==> config.mk <==
export PLATFORM = sky130hd
export DESIGN_NAME = button_event_capture
export DESIGN_NICKNAME = d
export VERILOG_FILES = /design/src/rtl/button_event_pkg.sv /design/src/rtl/button_event_channel.sv /design/src/rtl/button_event_capture.sv
export SDC_FILE = /design/constraint.sdc
export NUM_CORES = 1
export LEC_CHECK = 0
export ABC_AREA = 1
export BUFFER_PORTS_ARGS = -buffer_cell sky130_fd_sc_hd__buf_2
export CORE_ASPECT_RATIO = 2
export CORE_UTILIZATION = 45
export DETAILED_ROUTE_END_ITERATION = 12
export PLACE_DENSITY = 0.66
export SLEW_MARGIN = 20
export SYNTH_ARGS = -nofsm -noshare
export SYNTH_HDL_FRONTEND = slang
export SYNTH_HIERARCHICAL = 1
export SYNTH_SLANG_ARGS = --single-unit
==> constraint.sdc <==
create_clock -name clk -period 2.23 [get_ports clk]
set_input_delay 0.223 -clock clk [delete_from_list [all_inputs] [get_ports clk]]
set_output_delay 0.223 -clock clk [all_outputs]
set_load 0.02 [all_outputs]
==> src/rtl/button_event_pkg.sv <==
// Shared types and default sizing for the button event capture block.
package button_event_pkg;

  typedef enum logic [1:0] {
    IDLE    = 2'd0,
    PRESSED = 2'd1,
    HELD    = 2'd2
  } btn_state_t;

  localparam int unsigned DEF_CNT_W       = 8;
  localparam int unsigned DEF_LONG_CYCLES = 50_000_000;

endpackage

==> src/rtl/button_event_channel.sv <==
// One button: level register, edge detect, sticky flags, press counter and hold FSM.
// Long-press detection is present only when BUTTON_EVENT_LONG_PRESS_EN is defined.
module button_event_channel
  import button_event_pkg::*;
#(
  parameter int unsigned CNT_W       = DEF_CNT_W,
  parameter int unsigned LONG_CYCLES = DEF_LONG_CYCLES
) (
  input  logic             clk,
  input  logic             reset,
  input  logic             button_level,
  input  logic             clear,
  output logic             level_out,
  output logic             press_flag,
  output logic             long_flag,
  output logic [CNT_W-1:0] press_count
);

  logic             level_q, level_prev_q;
  logic             press_flag_q, press_flag_d;
  logic [CNT_W-1:0] count_q, count_d;
  btn_state_t       state_q, state_d;
  logic             press_edge_c;

`ifdef BUTTON_EVENT_LONG_PRESS_EN
  localparam int unsigned HOLD_W = $clog2(LONG_CYCLES + 1);

  logic [HOLD_W-1:0] hold_q, hold_d;
  logic              long_flag_q, long_flag_d;
  logic              long_set_c;
`endif

  always_ff @(posedge clk or posedge reset) begin
    if (reset) begin
      level_q      <= 1'b0;
      level_prev_q <= 1'b0;
      press_flag_q <= 1'b0;
      count_q      <= '0;
      state_q      <= IDLE;
`ifdef BUTTON_EVENT_LONG_PRESS_EN
      hold_q       <= '0;
      long_flag_q  <= 1'b0;
`endif
    end else begin
      level_q      <= button_level;
      level_prev_q <= level_q;
      press_flag_q <= press_flag_d;
      count_q      <= count_d;
      state_q      <= state_d;
`ifdef BUTTON_EVENT_LONG_PRESS_EN
      hold_q       <= hold_d;
      long_flag_q  <= long_flag_d;
`endif
    end
  end

  // A set in the same cycle as a clear wins so no press is ever lost.
  always_comb begin
    press_edge_c = level_q & ~level_prev_q;
    press_flag_d = press_edge_c | (press_flag_q & ~clear);
    count_d      = press_edge_c ? count_q + CNT_W'(1) : count_q;
  end

`ifdef BUTTON_EVENT_LONG_PRESS_EN
  // Hold FSM; the counter stops at LONG_CYCLES so it never wraps.
  always_comb begin
    state_d    = state_q;
    hold_d     = hold_q;
    long_set_c = 1'b0;
    case (state_q)
      IDLE: begin
        if (level_q) begin
          state_d = PRESSED;
          hold_d  = HOLD_W'(1);
        end
      end
      PRESSED: begin
        if (!level_q) begin
          state_d = IDLE;
          hold_d  = '0;
        end else begin
          hold_d = hold_q + HOLD_W'(1);
          if (hold_q == HOLD_W'(LONG_CYCLES - 1)) begin
            state_d    = HELD;
            long_set_c = 1'b1;
          end
        end
      end
      HELD: begin
        if (!level_q) begin
          state_d = IDLE;
          hold_d  = '0;
        end
      end
      default: begin
        state_d = IDLE;
        hold_d  = '0;
      end
    endcase
    long_flag_d = long_set_c | (long_flag_q & ~clear);
  end

  assign long_flag = long_flag_q;
`else
  always_comb begin
    state_d = state_q;
    case (state_q)
      IDLE:    if (level_q)  state_d = PRESSED;
      PRESSED: if (!level_q) state_d = IDLE;
      default: state_d = IDLE;
    endcase
  end

  assign long_flag = 1'b0;
`endif

  assign level_out   = level_q;
  assign press_flag  = press_flag_q;
  assign press_count = count_q;

endmodule

==> src/rtl/button_event_capture.sv <==
// Converts debounced button levels into sticky CPU events plus a single irq line.
// Define BUTTON_EVENT_LONG_PRESS_EN to enable long-press detection.
module button_event_capture
  import button_event_pkg::*;
#(
  parameter int unsigned N_BUTTONS   = 4,
  parameter int unsigned CNT_W       = DEF_CNT_W,
  parameter int unsigned LONG_CYCLES = DEF_LONG_CYCLES
) (
  input  logic                       clk,
  input  logic                       reset,
  input  logic [N_BUTTONS-1:0]       button_level,
  input  logic [N_BUTTONS-1:0]       clear,
  output logic [N_BUTTONS-1:0]       level_out,
  output logic [N_BUTTONS-1:0]       press_flag,
  output logic [N_BUTTONS-1:0]       long_flag,
  output logic [N_BUTTONS*CNT_W-1:0] press_count,
  output logic                       irq
);

  logic irq_q, irq_d;

  for (genvar i = 0; i < N_BUTTONS; i++) begin : g_ch
    button_event_channel #(
      .CNT_W       (CNT_W),
      .LONG_CYCLES (LONG_CYCLES)
    ) u_ch (
      .clk          (clk),
      .reset        (reset),
      .button_level (button_level[i]),
      .clear        (clear[i]),
      .level_out    (level_out[i]),
      .press_flag   (press_flag[i]),
      .long_flag    (long_flag[i]),
      .press_count  (press_count[i*CNT_W +: CNT_W])
    );
  end

  always_comb begin
`ifdef BUTTON_EVENT_LONG_PRESS_EN
    irq_d = |(press_flag | long_flag);
`else
    irq_d = |press_flag;
`endif
  end

  always_ff @(posedge clk or posedge reset) begin
    if (reset) irq_q <= 1'b0;
    else       irq_q <= irq_d;
  end

  assign irq = irq_q;

endmodule
==> results.sh, run 1 <==
export IMPL_portBuffers=50
export IMPL_n_fill_cell=423
export IMPL_synthCells=213
export IMPL_drtIter0Drc=7
export IMPL_synth_fp_nets=227
export IMPL_tns_ps=0
export IMPL_grt_usage_pct=16.9
export IMPL_dieHeight_um=98.4
export IMPL_cts_buffer_depth=2
export IMPL_status="completed"
export IMPL_cp_max_fo=4
export IMPL_final_util_pct=57.6
export IMPL_p_sw_share_pct=37.6
export IMPL_max_freq_ghz=0.850
export IMPL_yosysUniqueCellTypes=16
export IMPL_power_density_nw_per_um2=1180
export IMPL_cts_setup_buffers=0
export IMPL_rsz0062_at_grt="no"
export IMPL_grt_max_degree=15
export IMPL_power_leakage_nw=1.41
export IMPL_ant_nets=0
export IMPL_crit_type="register to register"
export IMPL_cp_slowest_stage_delay_ps=450
export IMPL_p_comb_share_pct=32.7
export IMPL_start_kind="register"
export IMPL_slew_viol_final=0
export IMPL_drc=0
export IMPL_grt_pass1_wl_mm=6.36
export IMPL_dr_total_vias=1486
export IMPL_dieArea_um2=4940
export IMPL_insertion_delay_ps=290
export IMPL_min_path_type="input pin to register"
export IMPL_grt_overflow=0
export IMPL_setup_violations=0
export IMPL_rows=34
export IMPL_clock_skew_ps=7.26
export IMPL_crit_arrival_ps=1380
export IMPL_power_internal_mw=1.86
export IMPL_hpwl_mm=2.92
export IMPL_ys_warn_count=6
export IMPL_totalWireLength_mm=3.76
export IMPL_min_period_ps=1180
export IMPL_synth_seq_area_share_pct=53.8
export IMPL_ff_latch_area_um2=1130
export IMPL_drive_above_1_share_pct=32.1
export IMPL_required_ps=2430
export IMPL_syn_avg_cell_area_um2=9.82
export IMPL_period_share_pct=52.8
export IMPL_cts_tree="yes"
export IMPL_p_clk_share_pct=24.2
export IMPL_hold_viol=0
export IMPL_cts_num_sinks=45
export IMPL_seqPwrFrac_pct=43.1
export IMPL_ctsResizeCount=0
export IMPL_ir_drop_mv=1.01
export IMPL_cp_end_kind="register"
export IMPL_antenna_found_initial=0
export IMPL_htree_levels=2
export IMPL_via_per_inst=4.61
export IMPL_path_cells="ha_1 > nand3_2 > nor2_4 > nand3_1 > nand2_1 > inv_1"
export IMPL_diodes=0
export IMPL_multi_input_area_um2=797
export IMPL_ys_seq_elements=45
export IMPL_syn2layout_area_growth_pct=20.6
export IMPL_wl_per_cell_um=11.7
export IMPL_netSwitchingPower_mw=1.12
export IMPL_max_cap_viol_count=0
export IMPL_cts_clk_slew_worst_paths_ps=90
export IMPL_cts_root_buf="clkbuf_8"
export IMPL_critical_path_slowest_cell="dfrtp_1"
export IMPL_fp_coreArea_um2=4380
export IMPL_dr_pass1_iters=4
export IMPL_initial_core_util_pct=47.7
export IMPL_die_x_um=50.2
export IMPL_io_pins=55
export IMPL_grt_pass1_vias=1461
export IMPL_numCtsBuffers=5
export IMPL_fin_nets=281
export IMPL_gp_congestion=0.752
export IMPL_netlist_area_um2=2090
logic make-up (layout without fill, tap and decap cells):
family,Yosys count,count (layout),share of synthesized area (%)
DFF,45,45,53.8
and+or+nand+nor,95,95,24.5
muxes,4,4,2.87
AOI/OAI and AO/OA,4,4,0.957
buffers and inverters,41,96,8.07
xor gates and xnor gates,16,16,6.70
adders and majority gates,4,4,2.39
other,4,4,0.717
final timing paths:
kind                                                         start                                      end  slack, ps  cells past startpoint
max                        g_ch[3].u_ch/press_count[0]$_DFFE_PP0P_  g_ch[3].u_ch/press_count[6]$_DFFE_PP0P_       1050                      6
min                                                button_level[1]         g_ch[1].u_ch/level_out$_DFF_PP0_         30                      1
max reg2reg                g_ch[3].u_ch/press_count[0]$_DFFE_PP0P_  g_ch[3].u_ch/press_count[6]$_DFFE_PP0P_       1050                      6
min reg2reg                      g_ch[0].u_ch/press_flag$_DFF_PP0_                            irq$_DFF_PP0_        500                      2
max in group asynchronous                                    reset      g_ch[1].u_ch/level_prev_q$_DFF_PP0_       1430                      3
min in group asynchronous                                    reset                            irq$_DFF_PP0_        330                      3
what timing repair did:
action | in CTS | in global routing
setup endpoints to repair | 0 | 0
hold buffers | 1 | 0
hold endpoints to repair | 45 | 0
worst max-delay path: cells and delay by family, from the launching register on:
family	cells	cell delay [ps]
fa+ha+maj	1	190
buf+inv	1	40
flops	1	450
simple gates	4	400
per-stage QoR:
stage | hold slack [ps] | setup slack (ps) | instances | total power [mW] | area (um^2)
detailed placement | 101 | 1060 | 313 | 2.29 | 2380
global placement | 108 | 1090 | 313 | 2.26 | 2380
finish | 26.4 | 1050 | 322 | 2.98 | 2520
floorplan | -48.3 | 1020 | 213 | 1.95 | 2090
global route | 12.0 | 976 | 322 | 3.16 | 2520
CTS | 16.9 | 1030 | 322 | 3.02 | 2520
sequential cells by signal, indices dropped and copies added (netlist names):
name and cells:
g_ch.u_ch/level_out 4, g_ch.u_ch/level_prev_q 4, g_ch.u_ch/press_count 32, g_ch.u_ch/press_flag 4
irq 1
layout make-up:
type / instances / area share, %
Multi-Input combinational cell: 127 / 31.6
Inverter: 37 / 5.50
Clock buffer: 5 / 2.73
Timing Repair Buffer: 51 / 10.3
Sequential cell: 45 / 44.6
Tap cell: 54 / 2.68
Clock inverter: 3 / 2.58
layout by cell type (no fill, tap or decap):
cell type,netlist,final
conb_1,4,4
xor2_1,8,8
ha_1,4,4
nand2_1,53,53
nand3_2,8,8
nand3_1,8,8
nand2_2,8,8
xnor2_1,8,8
nor2_1,6,6
nor2_4,8,8
mux2_4,4,4
o21ai_0,4,4
bufinv_16,0,2
nand3b_1,4,4
buf_2,0,50
clkinv_2,0,1
dfrtp_1,45,45
clkbuf_8,0,5
dlygate4sd3_1,0,1
inv_1,37,37
per-layer routing:
| layer | vias to the layer above | global-route usage [%] | part of all wire [%] |
|---|---|---|---|
| met5 | - | 0 | 0 |
| met4 | 0 | 8.13 | 2.1 |
| met3 | 6 | 3.55 | 4.7 |
| met2 | 39 | 29.9 | 54 |
| met1 | 709 | 18.5 | 39 |
| li1 | 732 | - | - |
power by group through the flow:
stage	Sequential (mW)	Clock [mW]	Combinational (mW)
5_1_grt	1.33	0.773	1.06
4_1_cts	1.29	0.741	0.991
2_1_floorplan	1.52	0	0.431
3_3_place_gp	1.30	0	0.963
3_5_place_dp	1.30	0	0.986
6_report	1.28	0.722	0.976
synth_stat cells, drive strengths merged:
library cell  number  share of area (%)
xor2               8                3.3
xnor2              8                3.3
nor2              14                5.4
o21ai              4               0.96
nand2             61                 12
buf                4                1.4
mux2               4                2.9
inv               37                6.6
ha                 4                2.4
nand3b             4                1.4
nand3             16                5.7
dfrtp             45                 54
conb               4               0.72
No activity file was read; power rests on OpenSTA's default activity.
==> run 2: changes to the inputs <==
--- a/config.mk
+++ b/config.mk
@@ -5,12 +5,12 @@
 export SDC_FILE = /design/constraint.sdc
 export NUM_CORES = 1
 export LEC_CHECK = 0
-export ABC_AREA = 1
+export ABC_AREA = 0
 export BUFFER_PORTS_ARGS = -buffer_cell sky130_fd_sc_hd__buf_2
 export CORE_ASPECT_RATIO = 2
 export CORE_UTILIZATION = 45
 export DETAILED_ROUTE_END_ITERATION = 12
-export PLACE_DENSITY = 0.66
+export PLACE_DENSITY = 0.67
 export SLEW_MARGIN = 20
 export SYNTH_ARGS = -nofsm -noshare
 export SYNTH_HDL_FRONTEND = slang
==> constraint.sdc (replaced) <==
create_clock -name clk -period 1.2 [get_ports clk]
set_input_delay 0.12 -clock clk [delete_from_list [all_inputs] [get_ports clk]]
set_output_delay 0.12 -clock clk [all_outputs]
set_load 0.02 [all_outputs]
==> results.sh, run 2 <==
export IMPL_status="completed"
export IMPL_cts_root_buf="clkbuf_8"
export IMPL_drc=0
export IMPL_netlist_area_um2=1830
export IMPL_min_path_type="input pin to register"
export IMPL_mostFrequentLayoutCells="50 x buf_2, 41 x dfrtp_1, 20 x xnor2_1"
export IMPL_grt_pass1_vias=1222
export IMPL_grt_pass1_wl_mm=5.40
export IMPL_io_pins=55
export IMPL_synthFlopType="dfrtp_1"
export IMPL_crit_type="register to register"
export IMPL_hold_end="g_ch[3].u_ch/press_flag$_DFF_PP0_"
export IMPL_fin_nets=223
export IMPL_crit_arrival_ps=1370
export IMPL_power_mw=5.17
export IMPL_dr_total_vias=1242
export IMPL_start_kind="register"
export IMPL_cts_tree="yes"
export IMPL_fp_coreArea_um2=3880
export IMPL_numCtsBuffers=5
export IMPL_dieHeight_um=92.3
export IMPL_layout_commonest_cell="buf_2"
export IMPL_period_share_pct=97.0
export IMPL_die_x_um=47.1
export IMPL_rows=32
export IMPL_r2r_end="g_ch[2].u_ch/press_count[6]$_DFFE_PP0P_"
export IMPL_synth_area_leaders="dfrtp_1 61%, xnor2_1 9.6%, xor2_1 3.8%"
export IMPL_hpwl_mm=2.55
export IMPL_max_cap_viol_count=0
export IMPL_ir_drop_mv=1.23
export IMPL_synth_most_common_cell="dfrtp_1"
export IMPL_portBuffers=50
export IMPL_yosys_area_top_type="dfrtp_1"
export IMPL_insertion_delay_ps=290
export IMPL_power_density_nw_per_um2=2220
export IMPL_required_ps=1410
export IMPL_antenna_found_initial=0
export IMPL_yosysUniqueCellTypes=18
export IMPL_r2r_worst_path_cells=4
export IMPL_grt_overflow=0
export IMPL_yosys_top_cells_count="45 x dfrtp_1, 20 x xnor2_1, 16 x nand2_1"
export IMPL_synthCells=147
export IMPL_dr_pass1_iters=4
export IMPL_min_path_cells=2
export IMPL_synth_edf_count=0
export IMPL_htree_levels=2
export IMPL_power_leakage_nw=1.18
export IMPL_cts_clk_slew_worst_paths_ps=80
export IMPL_largest_reg_flops=32
export IMPL_clock_skew_ps=6.30
export IMPL_cts_buffer_depth=2
export IMPL_diodes=0
export IMPL_synth_seq_area_share_pct=61.4
export IMPL_syn_avg_cell_area_um2=12.5
export IMPL_cp_max_fo=4
export IMPL_ys_seq_elements=45
export IMPL_dieArea_um2=4350
export IMPL_totalWireLength_mm=3.28
export IMPL_cp_end_kind="register"
export IMPL_r2r_slack_ps=40
export IMPL_gp_congestion=0.704
export IMPL_drive_above_1_share_pct=31.4
export IMPL_cts_num_sinks=45
export IMPL_design_area_um2=2330
export IMPL_r2r_start="g_ch[2].u_ch/press_count[0]$_DFFE_PP0P_"
export IMPL_synth_fp_nets=161
export IMPL_grt_max_degree=14
export IMPL_drtIter0Drc=4
export IMPL_ant_nets=0
export IMPL_min_period_ps=1160
export IMPL_max_freq_ghz=0.859
export IMPL_grt_usage_pct=17.3
export IMPL_rsz0062_at_grt="yes"
export IMPL_fin_cells=261
export IMPL_hp_start="clear[3]"
export IMPL_synthArstFlopShare_pct=100
export IMPL_initial_core_util_pct=47.2
export IMPL_placedCellCount=244
export IMPL_hold_viol=0
export IMPL_syn2layout_area_growth_pct=26.9
export IMPL_via_per_inst=4.76
export IMPL_wl_per_cell_um=12.6
export IMPL_setup_violations=0
export IMPL_slew_viol_final=0
export IMPL_yosysTopAreaCellShare_pct=61.4
export IMPL_ys_warn_count=6
export IMPL_placed_area_um2=2120
[run 2: cell types whose count changed after synthesis, sizes merged]
| cell | before | now |
|---|---|---|
| xnor2 | 8 | 20 |
| inv | 37 | 9 |
| nand2b | 0 | 4 |
| nand2 | 61 | 16 |
| or4 | 0 | 1 |
| nand4 | 0 | 4 |
| nor2 | 14 | 4 |
| and3 | 0 | 4 |
| and4b | 0 | 4 |
| nor3 | 0 | 4 |
| nand3 | 16 | 0 |
[run 2: through the flow]
step	utilization [%]	hold slack [ps]	TNS [ps]	setup slack (ps)
floorplan	-	-151	0	0.909
global placement	54.6	1.01	0	88.8
detailed placement	54.6	-0.584	0	22.3
CTS	59.7	6.96	0	36.4
global route	59.9	1.44	-25.3	-25.3
finish	59.9	12.0	0	36.4
[run 2: cells by family (layout without fill, tap and decap cells)]
group | Yosys count | after routing | share of synthesized area, %
AO/OA/AOI/OAI | 4 | 4 | 1.09
multiplexers | 4 | 4 | 2.46
other | 4 | 4 | 0.819
AND/OR/NAND/NOR | 45 | 45 | 14.6
XOR/XNOR | 28 | 28 | 13.4
flip-flops | 45 | 45 | 61.4
buffers and inverters | 13 | 76 | 3.48
adder cells (fa/ha/maj) | 4 | 4 | 2.73
[run 2: worst max-delay path by stage]
stage | from | slack (ps) | depth (start not counted) | to
detailed placement | g_ch[2].u_ch/press_count[0]$_DFFE_PP0P_ | 20 | 4 | g_ch[2].u_ch/press_count[6]$_DFFE_PP0P_
floorplan | g_ch[0].u_ch/press_count[1]$_DFFE_PP0P_ | 0.9 | 4 | g_ch[0].u_ch/press_count[6]$_DFFE_PP0P_
CTS | g_ch[3].u_ch/press_count[0]$_DFFE_PP0P_ | 40 | 4 | g_ch[3].u_ch/press_count[6]$_DFFE_PP0P_
finish | g_ch[2].u_ch/press_count[0]$_DFFE_PP0P_ | 40 | 4 | g_ch[2].u_ch/press_count[6]$_DFFE_PP0P_
global placement | g_ch[3].u_ch/press_count[0]$_DFFE_PP0P_ | 90 | 4 | g_ch[3].u_ch/press_count[6]$_DFFE_PP0P_
global route | g_ch[2].u_ch/press_count[1]$_DFFE_PP0P_ | -30 | 4 | g_ch[2].u_ch/press_count[6]$_DFFE_PP0P_
[run 2: timing repair]
item                                    4_1_cts  5_1_grt
endpoints found under the setup margin        1        4
resized for setup                             0        0
buffers inserted                              0        1
hold buffers                                  8        0
pin swaps                                     1        3
endpoints found under the hold margin        52        0
[run 2: routing by layer]
metal,track usage [%],up-vias,wire [um]
met2,27.8,40,1750
met4,6.43,0,46
met5,0,-,0
li1,-,593,-
met1,21.5,605,1320
met3,4.72,4,164
[run 2: layout make-up]
| cell class | instances | area [um^2] |
|---|---|---|
| Timing Repair Buffer | 59 | 338 |
| Tap cell | 51 | 63.8 |
| Sequential cell | 45 | 1130 |
| Clock inverter | 1 | 30.0 |
| Multi-Input combinational cell | 89 | 643 |
| Fill cell | 320 | 1560 |
| Inverter | 9 | 33.8 |
| Clock buffer | 7 | 86.3 |
[run 2: power by group]
group          switching (mW)  total [mW]  internal [mW]  leakage [nW]
Clock                   0.478        1.16          0.679        0.0585
Sequential              0.450        2.38           1.93         0.556
Combinational           0.965        1.63          0.665         0.567
[run 2: critical path, stage by stage, from the launching register on]
cell and delay [ps]:
dfrtp_2 410, ha_1 150, nand3b_1 160, nor3_2 190, xor2_1 170
